File: config.mk
export PLATFORM = sky130hd
export DESIGN_NAME = serial_mant_adder
export DESIGN_NICKNAME = d
export VERILOG_FILES = /design/src/rtl/serial_mant_adder.sv
export SDC_FILE = /design/constraint.sdc
export NUM_CORES = 1
export LEC_CHECK = 0
export BUFFER_PORTS_ARGS = -buffer_cell sky130_fd_sc_hd__clkbuf_2
export CAP_MARGIN = 5
export CORE_ASPECT_RATIO = 0.5
export CORE_MARGIN = 5
export CORE_UTILIZATION = 59
export CTS_BUF_LIST = sky130_fd_sc_hd__clkbuf_8
export CTS_CLUSTER_DIAMETER = 150
export DETAILED_ROUTE_END_ITERATION = 6
export PLACE_DENSITY = 0.91
export SKIP_LAST_GASP = 1
export SYNTH_ARGS = -nofsm -noshare
export SYNTH_HDL_FRONTEND = slang
export SYNTH_SLANG_ARGS = --single-unit
File: constraint.sdc
create_clock -name clk -period 1.9 [get_ports clk]
set_input_delay 0.095 -clock clk [delete_from_list [all_inputs] [get_ports clk]]
set_output_delay 0.095 -clock clk [all_outputs]
set_load 0.01 [all_outputs]
File: src/rtl/serial_mant_adder.sv
// -----------------------------------------------------------------------------
// serial_mant_adder
//
// Bit-serial mantissa adder/subtractor. One result bit is produced per clock,
// LSB first, by a single full-adder cell (two half adders plus an OR). An
// operation takes WIDTH+1 rising edges from the edge that samples start to the
// edge after which done is high. Subtraction is A + ~B + 1, so C=1 means
// "no borrow".
//
// Parameters
//   WIDTH  mantissa width in bits (2..32)
//
// Ports
//   clk    single clock, all state changes on its rising edge
//   rst_n  asynchronous active-low reset
//   start  begin an operation (sampled only in IDLE)
//   sub    0 = A+B, 1 = A-B (sampled with start)
//   A, B   unsigned operands (sampled with start)
//   busy   high while RUN or DONE
//   done   one-cycle pulse while the new result is presented
//   SUM    registered result, modulo 2^WIDTH
//   C      registered carry-out (bit WIDTH of the full result)
//   Z      registered flag, high when SUM is all zeros
// -----------------------------------------------------------------------------
module serial_mant_adder #(
    parameter int WIDTH = 24
) (
    input  logic             clk,
    input  logic             rst_n,
    input  logic             start,
    input  logic             sub,
    input  logic [WIDTH-1:0] A,
    input  logic [WIDTH-1:0] B,
    output logic             busy,
    output logic             done,
    output logic [WIDTH-1:0] SUM,
    output logic             C,
    output logic             Z
);

    localparam int CW = $clog2(WIDTH);

    typedef enum logic [1:0] {
        IDLE = 2'd0,
        RUN  = 2'd1,
        DONE = 2'd2
    } state_t;

    state_t           state_q;
    state_t           state_d;

    logic [WIDTH-1:0] op_a;
    logic [WIDTH-1:0] op_b;
    logic [WIDTH-1:0] res_sh;
    logic             carry;
    logic [CW-1:0]    cnt;

    // Full-adder cell on the current LSBs: two half adders plus an OR.
    logic             ha_p;
    logic             ha_g1;
    logic             ha_g2;
    logic             s_bit;
    logic             c_next;
    logic [WIDTH-1:0] res_next;
    logic             last_bit;

    assign ha_p     = op_a[0] ^ op_b[0];
    assign ha_g1    = op_a[0] & op_b[0];
    assign s_bit    = ha_p ^ carry;
    assign ha_g2    = ha_p & carry;
    assign c_next   = ha_g1 | ha_g2;

    // Result bits enter at the MSB, so after WIDTH shifts bit 0 sits at [0].
    assign res_next = {s_bit, res_sh[WIDTH-1:1]};
    assign last_bit = (cnt == CW'(WIDTH - 1));

    assign busy     = (state_q != IDLE);
    assign done     = (state_q == DONE);

    // ---------------------------------------------------------------------
    // State register
    // ---------------------------------------------------------------------
    always_ff @(posedge clk or negedge rst_n) begin
        if (!rst_n) begin
            state_q <= IDLE;
        end else begin
            state_q <= state_d;
        end
    end

    // ---------------------------------------------------------------------
    // Next-state logic
    // ---------------------------------------------------------------------
    always_comb begin
        // NOTE: default first so every path assigns state_d and no latch is inferred.
        state_d = state_q;
        case (state_q)
            IDLE:    if (start)    state_d = RUN;
            RUN:     if (last_bit) state_d = DONE;
            DONE:                  state_d = IDLE;
            default:               state_d = IDLE;
        endcase
    end

    // ---------------------------------------------------------------------
    // Datapath: operand shifters, carry, counter, result shifter, outputs
    // ---------------------------------------------------------------------
    always_ff @(posedge clk or negedge rst_n) begin
        if (!rst_n) begin
            // NOTE: the shift registers are cleared too so an aborted operation leaves no residue.
            op_a   <= '0;
            op_b   <= '0;
            res_sh <= '0;
            carry  <= 1'b0;
            cnt    <= '0;
            SUM    <= '0;
            C      <= 1'b0;
            Z      <= 1'b0;
        end else begin
            // NOTE: non-blocking so every register samples pre-edge values of the others.
            case (state_q)
                IDLE: begin
                    if (start) begin
                        op_a  <= A;
                        op_b  <= sub ? ~B : B;
                        carry <= sub;          // the +1 of two's-complement negation
                        cnt   <= '0;
                    end
                end
                RUN: begin
                    op_a   <= op_a >> 1;
                    op_b   <= op_b >> 1;
                    carry  <= c_next;
                    res_sh <= res_next;
                    cnt    <= cnt + 1'b1;
                    if (last_bit) begin
                        SUM <= res_next;
                        C   <= c_next;
                        Z   <= (res_next == '0);
                    end
                end
                default: begin
                    // DONE: results are already registered, nothing moves.
                end
            endcase
        end
    end

endmodule

Word level (Yosys, flattened, before mapping). Index checks and enable logic that the tools add are counted.

Register bits after elaboration: 106. Input port bits: 52. Output and inout bits: 28. Logic and storage cells: 40.

Add/subtract/negate cells: 1. Eq/ne operators: 5. Mux-type cells: 12. Bitwise logic cells: 6. Reductions and logical operators: 7.

Operators by type and width (number): $pmux 24 s2 (2); $mux 24 (3); $logic_not 24->1 (1); $not 24->24 (1); $pmux 5 s2 (1); $reduce_and 2->1 (3); $add 5x1->5 const B (1); $eq 5x5->1 const B (1); $mux 5 (1); $mux 2 (2); $ne 2x2->1 const B (2); $pmux 2 s2 (1); $reduce_bool 2->1 (2); $and 1x1->1 (2); $eq 2x1->1 const B (1); $eq 2x2->1 const B (1); $logic_not 2->1 (1); $pmux 1 s2 (1); $xor 1x1->1 (2); $mux 1 (1); $or 1x1->1 (1).

Longest topological paths before layout.
Depth in word-level cells: 4. Depth in mapped cells: 6. Depth with buffers taken out: 4.

Worst setup path after synthesis. OpenSTA, ideal clock, no wires.

Path type: reg2reg. Start point: reg cnt[0]. End point: reg C. Arrival time: 1.375 ns. Required time: 1.775 ns. Path slack: 0.400 ns. Cell stages (with the launch flop): 6. Buffers on the path: 1. Path through: dfrtp_1 > ha_1 > nand4b_4 > nor2_8 > buf_12 > mux2_4.

Word-level cells in the longest chain between the ends: 2.

RTL lines: from (decl) (line 56) `logic [CW-1:0] cnt;`; from (signal assigned) (line 135) `cnt <= cnt + 1'b1;`; $eq 5x5->1 (line 75) `assign last_bit = (cnt == CW'(WIDTH - 1));`; $reduce_and 2->1 (no source line); to (signal assigned) (line 138) `C <= c_next;`; to (decl) (line 37) `output logic C,`.

No other way between the ends. A chain may end at the register's enable or synchronous reset.

Worst setup path after layout.
Start point: reg op_a[0]. End point: reg Z.

Word-level cells in the longest chain between the ends: 3.

RTL lines: from (decl) (line 52) `logic [WIDTH-1:0] op_a;`; from (signal assigned) (line 131) `op_a <= op_a >> 1;`; $xor 1x1->1 (line 67) `assign ha_p = op_a[0] ^ op_b[0];`; $xor 1x1->1 (line 69) `assign s_bit = ha_p ^ carry;`; net s_bit (line 62) `logic s_bit;`; $logic_not 24->1 (line 139) `Z <= (res_next == '0);`; to (signal assigned) (line 139); to (decl) (line 38) `output logic Z`.

The timed path passes the listed nets, and every way through them passes these cells.

==> impl_metrics.py <==
metrics = {
    "outcome": {
        "outcome": "finished, final reports clean",
    },
    "finish": {
        "nNetsFinal": 591,
        "fillers": 579,
        "drive_gt1_share_pct": 27.3,
        "syn2layout_area_growth_pct": 16.3,
        "layout.cells.non_filler": 654,
        "n_antenna_cell": 0,
    },
    "synthesis": {
        "synth-edff-count": 0,
        "syn_inst": 459,
        "seq_area_frac_synth_pct": 53.2,
        "syn_area_um2": 4940,
        "synth_ff_type": "dfrtp_1",
        "ys_types": 35,
        "avgSynthCellArea_um2": 10.8,
        "synth.net_count": 513,
        "async_flop_share_pct": 100,
        "ys_ff_latch": 105,
        "yosysWarnings": 0,
    },
    "sta": {
        "post-route-period-util_pct": 91.4,
        "finalHoldViolations": 0,
        "skew_ns": 0.0122,
        "slew_headroom_pct": 38.1,
        "final.setup.tns_ns": 0,
        "tightest_slew_ns": 0.928,
        "finalCriticalPeriod_ns": 1.74,
        "setup_viol": 0,
        "slew_violations": 0,
        "max_freq_ghz": 0.576,
        "rsz0062_at_grt": "false",
    },
    "cts": {
        "cts-root-buf": "clkbuf_8",
        "cts_tree": "done",
        "clockBufferDepth": 2,
        "postCtsSetupBuffers": 0,
        "numClockSinks": 105,
        "htree_levels": 3,
        "numCtsBuffers": 9,
        "cts.reportedPaths.clkPinSlew_ns": 0.10,
        "clock_latency_ns": 0.38,
    },
    "floorplan": {
        "die_w_um": 139,
        "die_area_um2": 10400,
        "die_h_um": 74.7,
        "initial_utilization_pct": 61.1,
        "rows": 23,
        "io_pins": 80,
        "core_um2": 8090,
    },
    "pwr": {
        "powerDensity_nw_per_um2": 1490,
        "leakage_nw": 2.67,
        "ir_drop_uv": 528,
    },
    "grt": {
        "grt_max_degree": 41,
        "grt.overflow.total": 0,
        "grt_pass1_vias": 3741,
        "grt_pass1_wl_um": 18400,
        "antenna_found_initial": 0,
        "track_usage_pct": 22.3,
    },
    "place": {
        "globalplace.congestion": 0.781,
        "place_inst": 632,
        "hpwl_um": 7250,
        "portBuffers": 79,
    },
    "route": {
        "dr.pass1.iters": 5,
        "routed_wl_um": 11100,
        "wl_per_cell_um": 16.9,
        "route.detailed.drc": 0,
        "drtIter0Drc": 272,
        "via_count": 3723,
        "drtAntennaViolNets": 0,
        "routed_via_density": 5.69,
    },
    "critical_path": {
        "crit_path_end_kind": "flip-flop",
        "critPathRequiredTime_ns": 2.19,
        "cp-endpoint": "Z$_DFFE_PN0P_",
        "reg2reg_depth": 4,
        "cp_max_fo": 3,
        "path_class": "flip-flop to flip-flop",
        "reg2reg_to": "Z$_DFFE_PN0P_",
        "r2r_slack_ns": 0.16,
        "worstPathArrival_ns": 2.03,
        "startpoint": "op_a[0]$_DFFE_PN0P_",
        "timing.rr.start": "op_a[0]$_DFFE_PN0P_",
        "startpoint_type": "flip-flop",
    },
    "flow_run": {
        "maxCapViolCount": 0,
    },
    "min_path": {
        "hold_class": "primary input to flip-flop",
    },
}
==> synthesized netlist by cell type (3+ instances only) <==
library cell | instances | area (µm²)
a21oi_1 | 38 | 190
a22oi_1 | 25 | 188
and2b_1 | 3 | 22.5
buf_2 | 16 | 80.1
buf_4 | 3 | 22.5
clkbuf_1 | 13 | 48.8
dfrtp_1 | 105 | 2630
mux2_2 | 7 | 78.8
mux2_4 | 19 | 285
nand2_1 | 82 | 308
nand4_1 | 4 | 25.0
nor2b_1 | 39 | 244
nor4_1 | 6 | 37.5
o21ai_0 | 29 | 145
o22a_1 | 22 | 193
xnor2_1 | 23 | 201
==> critical path, stage by stage, from the launching register on <==
cell	delay [ns]
dfrtp_1	0.43
fa_1	0.57
nor4_2	0.30
nand4_1	0.13
o21ai_0	0.23
==> metal layers <==
metal / vias up / GRT usage [%] / part of all wire [%]
met5: - / 0 / 0
met4: 0 / 9.00 / 2.3
met3: 24 / 5.20 / 5.4
met2: 125 / 37.5 / 49
met1: 1836 / 28.9 / 43
li1: 1738 / - / -
==> worst min-delay path by stage <==
stage / from / to / slack [ns] / depth (start not counted)
2_1_floorplan: rst_n / C$_DFFE_PN0P_ / -0.20 / 0
3_3_place_gp: rst_n / op_a[15]$_DFFE_PN0P_ / 0.11 / 1
3_5_place_dp: rst_n / Z$_DFFE_PN0P_ / 0.11 / 1
4_1_cts: A[7] / op_a[7]$_DFFE_PN0P_ / 0.001 / 3
5_1_grt: A[7] / op_a[7]$_DFFE_PN0P_ / 0.01 / 3
6_report: A[7] / op_a[7]$_DFFE_PN0P_ / 0.005 / 3
==> what timing repair did <==
action,CTS,global route
endpoints found under the hold margin,41,0
setup endpoints to repair,0,6
hold buffers,6,0
gates resized for setup,0,2
==> per-stage QoR <==
step	area, µm²	hold WS (ns)	total power (W)	setup slack (ns)	util [%]
floorplan	4940	-0.201	0.00603	0.400	-
global placement	5470	0.106	0.00683	0.247	67.7
detailed placement	5470	0.111	0.00706	0.169	67.7
CTS	5740	0.00127	0.00854	0.0377	70.9
global route	5750	0.0114	0.00913	0.102	71.1
finish	5750	0.00516	0.00855	0.163	71.1
==> area by class of cell <==
class	count	area, µm²	area share [%]
flip-flops and latches	105	2630	45.8
clock buffers	10	138	2.40
well taps	112	140	2.44
clock inverters	6	67.6	1.18
repair buffers	103	643	11.2
multi-input cells	318	2130	37.0
==> flip-flops by register name, summed over array words and instances, names as in the netlist <==
register	count
SUM	24
op_a	24
op_b	24
res_sh	23
cnt	5
state_q	2
C	1
Z	1
carry	1
==> power breakdown <==
part / internal [W] / switching (W)
combinational: 0.00156 / 0.00170
sequential: 0.00314 / 0.000730
clock: 0.000647 / 0.000770
==> placed cells by master (no fill, tap or decap), drive strengths merged, types with 4 or more instances in the layout <==
cell type	n
xnor2	23
a21oi	38
dfrtp	105
o21ai	31
o22a	22
mux2	26
nor4	6
nor2b	39
nand2	82
nor2	4
a22oi	25
nand4	4
buf	19
clkbuf	88
dlygate4sd3	6
==> logic make-up (layout without fill, tap and decap cells) <==
| group | Yosys count | after routing | share of synthesized area (%) |
|---|---|---|---|
| xor gates and xnor gates | 24 | 24 | 4.25 |
| AOI/OAI and AO/OA | 121 | 121 | 15.5 |
| buffers and inverters | 36 | 119 | 4.05 |
| and+or+nand+nor | 143 | 143 | 14.6 |
| DFF | 105 | 105 | 53.2 |
| adders and majority gates | 2 | 2 | 0.658 |
| muxes | 28 | 28 | 7.77 |
Power figures use the tool's default switching activity.
